**config.mk**
```make
export PLATFORM = sky130hd
export DESIGN_NAME = divider_unit
export DESIGN_NICKNAME = d
export VERILOG_FILES = /design/src/rtl/divider_unit.sv
export SDC_FILE = /design/constraint.sdc
export NUM_CORES = 1
export LEC_CHECK = 0
export BUFFER_PORTS_ARGS = -buffer_cell sky130_fd_sc_hd__buf_2
export CORE_MARGIN = 2
export CORE_UTILIZATION = 45
export DETAILED_ROUTE_END_ITERATION = 8
export PLACE_DENSITY_LB_ADDON = 0.12
export SYNTH_ARGS = -nofsm -noshare
export SYNTH_HDL_FRONTEND = slang
export SYNTH_SLANG_ARGS = --single-unit
export TNS_END_PERCENT = 5
```
**constraint.sdc**
```tcl
create_clock -name Clk -period 3.1 [get_ports Clk]
set_input_delay 0.465 -clock Clk [delete_from_list [all_inputs] [get_ports Clk]]
set_output_delay 0.465 -clock Clk [all_outputs]
set_load 0.1 [all_outputs]
```
**src/rtl/divider_unit.sv**
```systemverilog
// Sequential restoring divider producing one quotient bit per clock.
// Optional two's-complement operands when DIVIDER_SIGNED_EN is defined.
module divider_unit #(
  parameter int WIDTH = 8
) (
  input  logic             Clk,
  input  logic             Reset,
  input  logic             Start,
  input  logic [WIDTH-1:0] Dividend,
  input  logic [WIDTH-1:0] Divisor,
  output logic             Busy,
  output logic             Done,
  output logic             DivByZero,
  output logic [WIDTH-1:0] Quotient,
  output logic [WIDTH-1:0] Remainder
);

  localparam int CW = $clog2(WIDTH) + 1;

  typedef enum logic [1:0] {IDLE, CALC, DONE, HOLD} state_t;

  state_t           state, state_next;
  logic [WIDTH-1:0] r, q, d;
  logic [CW-1:0]    count;
  logic             last_iter;

  logic [WIDTH:0]   r_ext, trial;
  logic [WIDTH-1:0] r_step, q_step;
  logic [WIDTH-1:0] dividend_mag, divisor_mag;
  logic [WIDTH-1:0] q_final, r_final;

`ifdef DIVIDER_SIGNED_EN
  logic neg_q, neg_r;

  assign dividend_mag = Dividend[WIDTH-1] ? (~Dividend + 1'b1) : Dividend;
  assign divisor_mag  = Divisor[WIDTH-1]  ? (~Divisor + 1'b1)  : Divisor;
  assign q_final      = neg_q ? (~q_step + 1'b1) : q_step;
  assign r_final      = neg_r ? (~r_step + 1'b1) : r_step;

  always_ff @(posedge Clk or posedge Reset) begin
    if (Reset) begin
      neg_q <= 1'b0;
      neg_r <= 1'b0;
    end else if (state == IDLE && Start) begin
      neg_q <= Dividend[WIDTH-1] ^ Divisor[WIDTH-1];
      neg_r <= Dividend[WIDTH-1];
    end
  end
`else
  assign dividend_mag = Dividend;
  assign divisor_mag  = Divisor;
  assign q_final      = q_step;
  assign r_final      = r_step;
`endif

  // The bit shifted out of R is kept so the trial subtraction never loses a carry.
  assign r_ext     = {r, q[WIDTH-1]};
  assign trial     = r_ext - {1'b0, d};
  assign r_step    = trial[WIDTH] ? r_ext[WIDTH-1:0] : trial[WIDTH-1:0];
  assign q_step    = {q[WIDTH-2:0], ~trial[WIDTH]};
  assign last_iter = (count == CW'(WIDTH - 1));

  assign Busy = (state == CALC);
  assign Done = (state == DONE);

  always_comb begin
    state_next = state;
    unique case (state)
      IDLE: if (Start) state_next = (Divisor == '0) ? DONE : CALC;
      CALC: if (last_iter) state_next = DONE;
      DONE: state_next = Start ? HOLD : IDLE;
      HOLD: if (!Start) state_next = IDLE;
      default: state_next = IDLE;
    endcase
  end

  always_ff @(posedge Clk or posedge Reset) begin
    if (Reset) begin
      state     <= IDLE;
      r         <= '0;
      q         <= '0;
      d         <= '0;
      count     <= '0;
      Quotient  <= '0;
      Remainder <= '0;
      DivByZero <= 1'b0;
    end else begin
      state <= state_next;
      if (state == IDLE && Start) begin
        d     <= divisor_mag;
        r     <= '0;
        q     <= dividend_mag;
        count <= '0;
        if (Divisor == '0) begin
          Quotient  <= '1;
          Remainder <= Dividend;
          DivByZero <= 1'b1;
        end else begin
          DivByZero <= 1'b0;
        end
      end else if (state == CALC) begin
        r     <= r_step;
        q     <= q_step;
        count <= count + CW'(1);
        if (last_iter) begin
          Quotient  <= q_final;
          Remainder <= r_final;
        end
      end
    end
  end

endmodule

```
==> impl_metrics.sql, run 1 <==
INSERT INTO impl_metrics (metric_group, metric, value, unit) VALUES
('logic_synthesis', 'synth.lib_cells_used.distinct', '49', ''),
('sta', 'finalSetupViolations', '0', ''),
('logic_synthesis', 'synth_edf_count', '0', ''),
('die', 'ios', '38', ''),
('global_routing', 'grt_remaining_overflow', '0', ''),
('worst_setup_path', 'worstPathRequired', '3320', 'ps'),
('global_routing', 'met2_usage', '32.99', '%'),
('run', 'drv.max_cap_violation_count', '0', ''),
('routing', 'post-route-drc-count', '0', ''),
('logic_synthesis', 'synth_top_cells_by_area', 'dfrtp_1, nand2_1, o21ai_0', ''),
('run_status', 'status', 'completed', ''),
('cells_and_area', 'post_route_cells_drive_above_1_share', '19.94', '%'),
('sta', 'worst_slew_margin_rel', '33.22', '%'),
('cts', 'root_buffer', 'clkbuf_8', ''),
('hold_path', 'timing.hold.worst.class', 'in2reg', ''),
('cts', 'h_tree_levels', '2', ''),
('placed_design', 'placement.setup.worst_slack', '427.5', 'ps'),
('cts', 'post_cts_hold_buffer_count', '0', ''),
('global_routing', 'vias_in_the_first_global_route', '2052', ''),
('cts', 'cts_buffers', '5', ''),
('die', 'core-area', '5473', 'sq um'),
('worst_setup_path', 'critical_path.endpoint_type', 'flip-flop', ''),
('logic_synthesis', 'synth.yosys.seq_area_share', '46.53', '%'),
('routing', 'firstDrtPassIters', '4', ''),
('global_routing', 'grt_first_pass_wirelength', '10210', 'um'),
('placed_design', 'placedInstanceArea', '2778', 'sq um'),
('sta', 'rsz_0062_raised_after_global_routing', 'false', ''),
('worst_setup_path', 'crit_type', 'reg2reg', ''),
('logic_synthesis', 'ys_async_sr_fraction', '100.0', '%'),
('routing', 'route.detailed.wl_per_inst', '15.61', 'um'),
('sta', 'final.period_utilization', '87.28', '%'),
('routing', 'final_antenna_net_count', '0', ''),
('sta', 'setup_tns', '0', 'ps'),
('cells_and_area', 'final_area', '2877', 'sq um'),
('global_routing', 'grt_max_degree', '48', ''),
('die', 'dieArea', '6232', 'sq um'),
('sta', 'post-route-min-period', '2706', 'ps'),
('logic_synthesis', 'postSynthCellCount', '274', ''),
('logic_synthesis', 'synth_top_cell_by_area', 'dfrtp_1', ''),
('routing', 'vias', '2095', ''),
('logic_synthesis', 'yosys.area.top_type_share', '46.53', '%'),
('worst_setup_path', 'timing.critical_path.cells', 'inv_1 -> ha_1 -> inv_1 -> fa_1 -> a211oi_4 -> o211ai_2 -> a221oi_4 -> buf_4 -> mux2_2 -> o221ai_1', ''),
('sta', 'fin_ws', '394.4', 'ps'),
('cts', 'post_cts_resize_count', '0', ''),
('worst_setup_path', 'worst_setup_path_start_kind', 'flip-flop', ''),
('cells_and_area', 'final_common_cell', 'nand2_1', ''),
('routing', 'route.final.wire_length', '5977', 'um'),
('die', 'die_w', '78.95', 'um'),
('placed_design', 'detailedPlacementHpwl', '4168', 'um'),
('sta', 'hold_ws', '372.3', 'ps'),
('worst_setup_path', 'crit_slowest_cell', 'fa_1', ''),
('sta', 'worst_clock_skew', '9.563', 'ps'),
('global_routing', 'globalRouteMet1Util', '30.52', '%'),
('logic_synthesis', 'postSynthNetCount', '303', ''),
('die', 'rows', '27', ''),
('worst_setup_path', 'cp_data_arrival_time', '2920', 'ps'),
('cells_and_area', 'antenna_cells_inserted', '0', ''),
('cts', 'cts_tree', 'done', ''),
('cells_and_area', 'most-common-layout-cells', 'nand2_1, dfrtp_1, buf_2', ''),
('worst_setup_path', 'cp_max_fo', '15', ''),
('global_routing', 'globalRoute.busiestLayer', 'met2', ''),
('routing', 'avgViaCountPerCell', '5.470', ''),
('logic_synthesis', 'synthFlopType', 'dfrtp_1', ''),
('logic_synthesis', 'yosys_register_bits', '47', ''),
('global_routing', 'global_route.usage.met3', '4.205', '%'),
('placed_design', 'place_congestion', '0.8036', ''),
('die', 'floorplan.die.height', '78.95', 'um'),
('routing', 'drt_iter0_drc', '170', ''),
('cells_and_area', 'final_net_count', '339', ''),
('sta', 'fmax', '369.6', 'MHz'),
('global_routing', 'global_route.usage.total', '21.25', '%');
routing by layer:
layer / vias to the layer above / wire [um]
met5: - / 0
met4: 0 / 85
met3: 10 / 260
met2: 52 / 2643
met1: 998 / 2987
li1: 1035 / -
cell usage after synthesis, types with 2 or more instances:
master	n
a211oi_1	3
nand3_1	15
mux2i_1	5
a21oi_1	15
mux2_2	2
nand3b_1	2
inv_1	17
o211ai_1	2
buf_2	2
clkbuf_1	9
a31oi_1	3
o22ai_1	3
a21oi_2	2
nor2_1	16
a22oi_1	4
nor3_1	2
xor2_1	3
nand2_1	50
o221ai_1	4
ha_1	9
nand2b_1	6
o21ai_0	24
dfrtp_1	47
nor4_1	2
a221o_1	3
state kept, by name, indices dropped and copies added, names as in the netlist:
register	cells
r	8
state	2
count	4
DivByZero	1
Quotient	8
Remainder	8
d	8
q	8
metrics by stage:
stage | std cells | util, %
after CTS | 383 | 52.56
after floorplan | 274 | -
final | 383 | 52.56
after global routing | 383 | 52.56
after global placement | 375 | 50.75
after detailed placement | 375 | 50.75
kinds of logic (layout without fill, tap and decap cells):
group	count (synthesis)	after routing	synth area share [%]
AO/OA/AOI/OAI	74	74	20.50
adder cells (fa/ha/maj)	10	10	5.248
flip-flops	47	47	46.53
XOR/XNOR	4	4	1.386
buffers and inverters	30	67	4.851
AND/OR/NAND/NOR	102	102	18.61
multiplexers	7	7	2.871
layout make-up:
cell class | instances | area [sq um]
Clock inverter | 2 | 16.27
Clock buffer | 6 | 82.58
Timing Repair Buffer | 41 | 215.2
Inverter | 18 | 67.56
Tap cell | 72 | 90.09
Sequential cell | 47 | 1176
Multi-Input combinational cell | 197 | 1229
Fill cell | 534 | 2596
worst max-delay path: cells and delay by family (launching register included):
kind / cells / cell delay (ps)
AO/OA/AOI/OAI: 4 / 870
adder cells (fa/ha/maj): 2 / 610
buffers and inverters: 3 / 390
flip-flops: 1 / 370
multiplexers: 1 / 370
path summary, 6_finish.rpt:
| path | from | endpoint | slack, ps | cells after the start |
|---|---|---|---|---|
| setup / recovery | q[7]$_DFFE_PP0P_ | Remainder[0]$_DFFE_PP0P_ | 390 | 10 |
| hold / removal | Divisor[2] | d[2]$_DFFE_PP0P_ | 370 | 3 |
| setup reg to reg | q[7]$_DFFE_PP0P_ | Remainder[0]$_DFFE_PP0P_ | 390 | 10 |
| hold reg to reg | DivByZero$_DFFE_PP0P_ | DivByZero$_DFFE_PP0P_ | 490 | 2 |
| max in group asynchronous | Reset | d[0]$_DFFE_PP0P_ | 2090 | 2 |
| min in group asynchronous | Reset | d[5]$_DFFE_PP0P_ | 390 | 2 |
Power of run 1 is not shown: default switching activity piles up to over one toggle a cycle in this logic, so the estimate is an artifact.
==> inputs of run 2 (changes only) <==
==> constraint.sdc (replaced) <==
create_clock -name Clk -period 3.1 [get_ports Clk]
set_input_delay 0.62 -clock Clk [delete_from_list [all_inputs] [get_ports Clk]]
set_output_delay 0.62 -clock Clk [all_outputs]
set_load 0.1 [all_outputs]
==> impl_metrics.sql, run 2 (synthesis gave the netlist of run 1 again) <==
INSERT INTO impl_metrics (metric_group, metric, value, unit) VALUES
('routing', 'top_layer', 'met4', ''),
('sta', 'fin_ws', '368.1', 'ps'),
('global_routing', 'grt_max_degree', '48', ''),
('cts', 'cts_buffers', '5', ''),
('hold_path', 'hp-start', 'DivByZero$_DFFE_PP0P_', ''),
('worst_setup_path', 'worst_setup_path_start_kind', 'flip-flop', ''),
('cts', 'clkTransAtPathRegs', '100', 'ps'),
('routing', 'firstDrtPassIters', '4', ''),
('sta', 'report.final.hold_viol_count', '0', ''),
('cts', 'root_buffer', 'clkbuf_8', ''),
('sta', 'maxSlewViolCount', '0', ''),
('cts', 'post_cts.repair.setup_buffers', '0', ''),
('cts', 'cts.sinks', '47', ''),
('worst_setup_path', 'crit_type', 'reg2reg', ''),
('sta', 'worst_clock_skew', '11.33', 'ps'),
('die', 'core-area', '5473', 'sq um'),
('cells_and_area', 'post_route_cells_drive_above_1_share', '20.19', '%'),
('cells_and_area', 'final_common_cell', 'nand2_1', ''),
('worst_setup_path', 'reg2reg_from', 'q[7]$_DFFE_PP0P_', ''),
('hold_path', 'worst_hold_path.endpoint', 'DivByZero$_DFFE_PP0P_', ''),
('hold_path', 'timing.hold.worst.class', 'reg2reg', ''),
('sta', 'worst_slew_margin_rel', '32.49', '%'),
('routing', 'wl_met2', '2734', 'um'),
('routing', 'drt_iter0_drc', '158', ''),
('cts', 'cts_tree', 'done', ''),
('sta', 'setup_tns', '0', 'ps'),
('global_routing', 'grt_remaining_overflow', '0', ''),
('worst_setup_path', 'rr_endpoint', 'Remainder[0]$_DFFE_PP0P_', ''),
('worst_setup_path', 'cp_data_arrival_time', '2950', 'ps'),
('routing', 'routedLengthMet1', '3017', 'um'),
('die', 'floorplan.initialDensity', '46.18', '%'),
('routing', 'route.detailed.wl_per_inst', '15.79', 'um'),
('die', 'dieArea', '6232', 'sq um'),
('routing', 'wl_met3', '282', 'um'),
('cts', 'post_cts_resize_count', '0', ''),
('sta', 'tightestPinTransition', '1011', 'ps'),
('cts', 'post_cts_hold_buffer_count', '0', ''),
('die', 'die_w', '78.95', 'um'),
('worst_setup_path', 'critical_path.endpoint_type', 'flip-flop', ''),
('cts', 'h_tree_levels', '2', ''),
('hold_path', 'min_delay_path_depth', '2', ''),
('cts', 'worst_skew_pair.late_latency', '310', 'ps'),
('run_status', 'status', 'completed', ''),
('placed_design', 'portBuffers', '37', ''),
('routing', 'post-route-drc-count', '0', ''),
('worst_setup_path', 'cp-startpoint', 'q[7]$_DFFE_PP0P_', ''),
('sta', 'rsz_0062_raised_after_global_routing', 'false', ''),
('worst_setup_path', 'worstPathRequired', '3320', 'ps'),
('global_routing', 'vias_in_the_first_global_route', '1983', ''),
('cells_and_area', 'antenna_cells_inserted', '0', ''),
('global_routing', 'grt_first_pass_wirelength', '10050', 'um'),
('die', 'rows', '27', ''),
('global_routing', 'global_route.usage.total', '21.08', '%'),
('run', 'drv.max_cap_violation_count', '0', ''),
('cts', 'worst_case_clock_buffer_depth', '2', ''),
('cells_and_area', 'area.growth.synth_to_final', '14.80', '%'),
('worst_setup_path', 'cp_max_fo', '15', ''),
('sta', 'fmax', '366.0', 'MHz'),
('cells_and_area', 'layoutNonFillerInstCount', '384', ''),
('sta', 'final.period_utilization', '88.13', '%'),
('worst_setup_path', 'timing.reg2reg.setup_slack', '370', 'ps'),
('placed_design', 'place_congestion', '0.8010', ''),
('routing', 'vias', '2100', ''),
('sta', 'post-route-min-period', '2732', 'ps'),
('global_routing', 'grt_antenna_before_repair', '0', ''),
('routing', 'avgViaCountPerCell', '5.469', ''),
('sta', 'finalSetupViolations', '0', ''),
('placed_design', 'placement.setup.worst_slack', '404.0', 'ps'),
('die', 'floorplan.die.height', '78.95', 'um'),
('cells_and_area', 'final_net_count', '340', ''),
('routing', 'route.final.wire_length', '6063', 'um'),
('placed_design', 'detailedPlacementHpwl', '4212', 'um'),
('worst_setup_path', 'worst-r2r-cell-count', '10', ''),
('placed_design', 'dpl.cell_count', '376', ''),
('routing', 'final_antenna_net_count', '0', ''),
('die', 'ios', '38', ''),
('cells_and_area', 'most-common-layout-cells', 'nand2_1, dfrtp_1, buf_2', '');
run 2: routing by layer:
layer,vias up,track usage (%)
li1,1041,-
met1,1009,31.13
met2,48,31.97
met3,2,4.318
met4,0,5.172
met5,-,0
run 2: stage by stage:
stage / hold WS [ps] / instance area (sq um) / utilization [%]
detailed placement: 466.2 / 2785 / 50.89
CTS: 490.8 / 2902 / 53.02
floorplan: 449.7 / 2527 / -
global placement: 454.3 / 2785 / 50.89
finish: 491.2 / 2902 / 53.02
global route: 515.5 / 2902 / 53.02
run 2: worst max path at each step:
stage	end	slack, ps	cells past startpoint
after floorplan	r[3]$_DFFE_PP0P_	600	10
after global placement	Remainder[0]$_DFFE_PP0P_	460	10
after detailed placement	Remainder[0]$_DFFE_PP0P_	400	10
after CTS	Remainder[0]$_DFFE_PP0P_	370	10
after global routing	Remainder[0]$_DFFE_PP0P_	180	10
final	Remainder[0]$_DFFE_PP0P_	370	10
run 2: layout make-up:
cell class                      instances  area [sq um]
Fill cell                             540          2571
Tap cell                               72         90.09
Timing Repair Buffer                   42         222.7
Clock buffer                            5         68.82
Sequential cell                        47          1176
Multi-Input combinational cell        197          1229
Inverter                               18         67.56
Clock inverter                          3         47.55
run 2: critical path: stages, from the launching register on:
cell,delay (ps)
dfrtp_1,370
inv_1,90
ha_1,170
inv_1,50
fa_1,440
a211oi_4,310
o211ai_2,150
a221oi_4,270
buf_4,260
mux2_2,370
o221ai_1,160
Power of run 2 is left out for the same reason.
==> inputs of run 3 (changes only) <==
==> constraint.sdc (replaced) <==
create_clock -name Clk -period 3.1 [get_ports Clk]
set_input_delay 0.62 -clock Clk [delete_from_list [all_inputs] [get_ports Clk]]
set_output_delay 0.62 -clock Clk [all_outputs]
set_load 0.05 [all_outputs]
==> impl_metrics.sql, run 3 (synthesis gave the netlist of run 1 again) <==
INSERT INTO impl_metrics (metric_group, metric, value, unit) VALUES
('run_status', 'status', 'completed', ''),
('worst_setup_path', 'worstPathRequired', '3300', 'ps'),
('sta', 'final.period_utilization', '88.94', '%'),
('sta', 'finalSetupViolations', '0', ''),
('worst_setup_path', 'cp_max_fo', '15', ''),
('die', 'core-area', '5473', 'sq um'),
('cells_and_area', 'final_common_cell', 'nand2_1', ''),
('global_routing', 'global_route.usage.total', '20.17', '%'),
('cts', 'clkTransAtPathRegs', '90', 'ps'),
('worst_setup_path', 'crit_top_cell', 'inv_1', ''),
('global_routing', 'grt_max_degree', '48', ''),
('sta', 'rsz_0062_raised_after_global_routing', 'false', ''),
('routing', 'wl_met3', '361', 'um'),
('sta', 'fmax', '362.7', 'MHz'),
('placed_design', 'portBuffers', '37', ''),
('sta', 'post-route-min-period', '2757', 'ps'),
('hold_path', 'timing.hold.worst.class', 'reg2reg', ''),
('cts', 'cts_tree', 'done', ''),
('cells_and_area', 'antenna_cells_inserted', '0', ''),
('cells_and_area', 'final_core_utilization', '52.56', '%'),
('routing', 'route.final.wire_length', '5974', 'um'),
('cts', 'post_cts_resize_count', '0', ''),
('cts', 'post_cts.repair.setup_buffers', '0', ''),
('sta', 'tightestPinTransition', '1026', 'ps'),
('cts', 'cts_buffers', '5', ''),
('worst_setup_path', 'critical_path.endpoint_type', 'flip-flop', ''),
('cells_and_area', 'most-common-layout-cells', 'nand2_1, dfrtp_1, buf_2', ''),
('die', 'dieArea', '6232', 'sq um'),
('worst_setup_path', 'crit_slowest_cell', 'fa_1', ''),
('routing', 'firstDrtPassIters', '4', ''),
('cells_and_area', 'final_area', '2877', 'sq um'),
('routing', 'routedLengthMet1', '2851', 'um'),
('routing', 'post-route-drc-count', '0', ''),
('cts', 'cts.sinks', '47', ''),
('cts', 'worst_case_clock_buffer_depth', '2', ''),
('worst_setup_path', 'timing.critical_path.cells', 'inv_1 -> ha_1 -> inv_1 -> fa_1 -> a211oi_4 -> o211ai_2 -> a221oi_4 -> buf_4 -> mux2_2 -> o221ai_1', ''),
('routing', 'avgViaCountPerCell', '5.428', ''),
('sta', 'worst_clock_skew', '6.244', 'ps'),
('placed_design', 'detailedPlacementHpwl', '4100', 'um'),
('die', 'rows', '27', ''),
('sta', 'maxSlewViolCount', '0', ''),
('worst_setup_path', 'cpPeakStageDelay', '440', 'ps'),
('global_routing', 'grt_antenna_before_repair', '0', ''),
('cts', 'h_tree_levels', '2', ''),
('die', 'floorplan.initialDensity', '46.18', '%'),
('routing', 'route.detailed.wl_per_inst', '15.60', 'um'),
('routing', 'wl_met2', '2719', 'um'),
('placed_design', 'place_congestion', '0.8026', ''),
('die', 'ios', '38', ''),
('sta', 'report.final.hold_viol_count', '0', ''),
('cts', 'worst_skew_pair.late_latency', '300', 'ps'),
('cts', 'root_buffer', 'clkbuf_8', ''),
('sta', 'worst_slew_margin_rel', '31.50', '%'),
('routing', 'top_layer', 'met4', ''),
('global_routing', 'vias_in_the_first_global_route', '1882', ''),
('die', 'floorplan.die.height', '78.95', 'um'),
('cells_and_area', 'area.growth.synth_to_final', '13.81', '%'),
('placed_design', 'placedInstanceArea', '2778', 'sq um'),
('cts', 'post_cts_hold_buffer_count', '0', ''),
('cells_and_area', 'post_route_cells_drive_above_1_share', '19.94', '%'),
('global_routing', 'grt_first_pass_wirelength', '9597', 'um'),
('die', 'die_w', '78.95', 'um'),
('sta', 'setup_tns', '0', 'ps'),
('run', 'drv.max_cap_violation_count', '0', ''),
('cells_and_area', 'final_net_count', '339', ''),
('routing', 'drt_iter0_drc', '115', ''),
('worst_setup_path', 'crit_type', 'reg2reg', ''),
('routing', 'final_antenna_net_count', '0', ''),
('worst_setup_path', 'cp_data_arrival_time', '2960', 'ps'),
('routing', 'vias', '2079', ''),
('worst_setup_path', 'worst_setup_path_start_kind', 'flip-flop', ''),
('global_routing', 'grt_remaining_overflow', '0', '');
-- run 3: layer usage --
layer | global-route usage, % | up-vias
li1 | - | 1035
met1 | 28.72 | 984
met2 | 30.51 | 58
met3 | 4.773 | 2
met4 | 6.552 | 0
met5 | 0 | -
-- run 3: final cells by class --
cell class                 count  area (sq um)
inverter                      18         67.56
clock buffer                   6         82.58
timing repair buffer          41         215.2
multi-input combinational    197          1229
fill                         527          2596
clock inverter                 2         16.27
sequential                    47          1176
tap                           72         90.09
-- run 3: worst max-delay path: cells and delay by family, from the launching register on --
kind,cells,cell delay [ps]
muxes,1,370
adders and majority gates,2,600
AOI/OAI and AO/OA,4,900
DFF,1,370
buffers and inverters,3,400
-- run 3: path summary, 6_finish.rpt --
check,start,to,slack [ps],cells after the start
max reg2reg,q[7]$_DFFE_PP0P_,Remainder[0]$_DFFE_PP0P_,340,10
min reg2reg,DivByZero$_DFFE_PP0P_,DivByZero$_DFFE_PP0P_,490,2
max,q[7]$_DFFE_PP0P_,Remainder[0]$_DFFE_PP0P_,340,10
min in group asynchronous,Reset,d[5]$_DFFE_PP0P_,570,2
max in group asynchronous,Reset,Remainder[4]$_DFFE_PP0P_,1910,2
min,DivByZero$_DFFE_PP0P_,DivByZero$_DFFE_PP0P_,490,2
-- run 3: per-stage QoR --
step | std cells | hold slack [ps] | worst slack (ps)
2_1_floorplan | 274 | 449.7 | 623.9
3_3_place_gp | 375 | 454.0 | 452.3
3_5_place_dp | 375 | 467.5 | 373.3
4_1_cts | 383 | 491.2 | 338.8
5_1_grt | 383 | 499.6 | 167.8
6_report | 383 | 491.5 | 342.9
Power of run 3 is left out for the same reason.
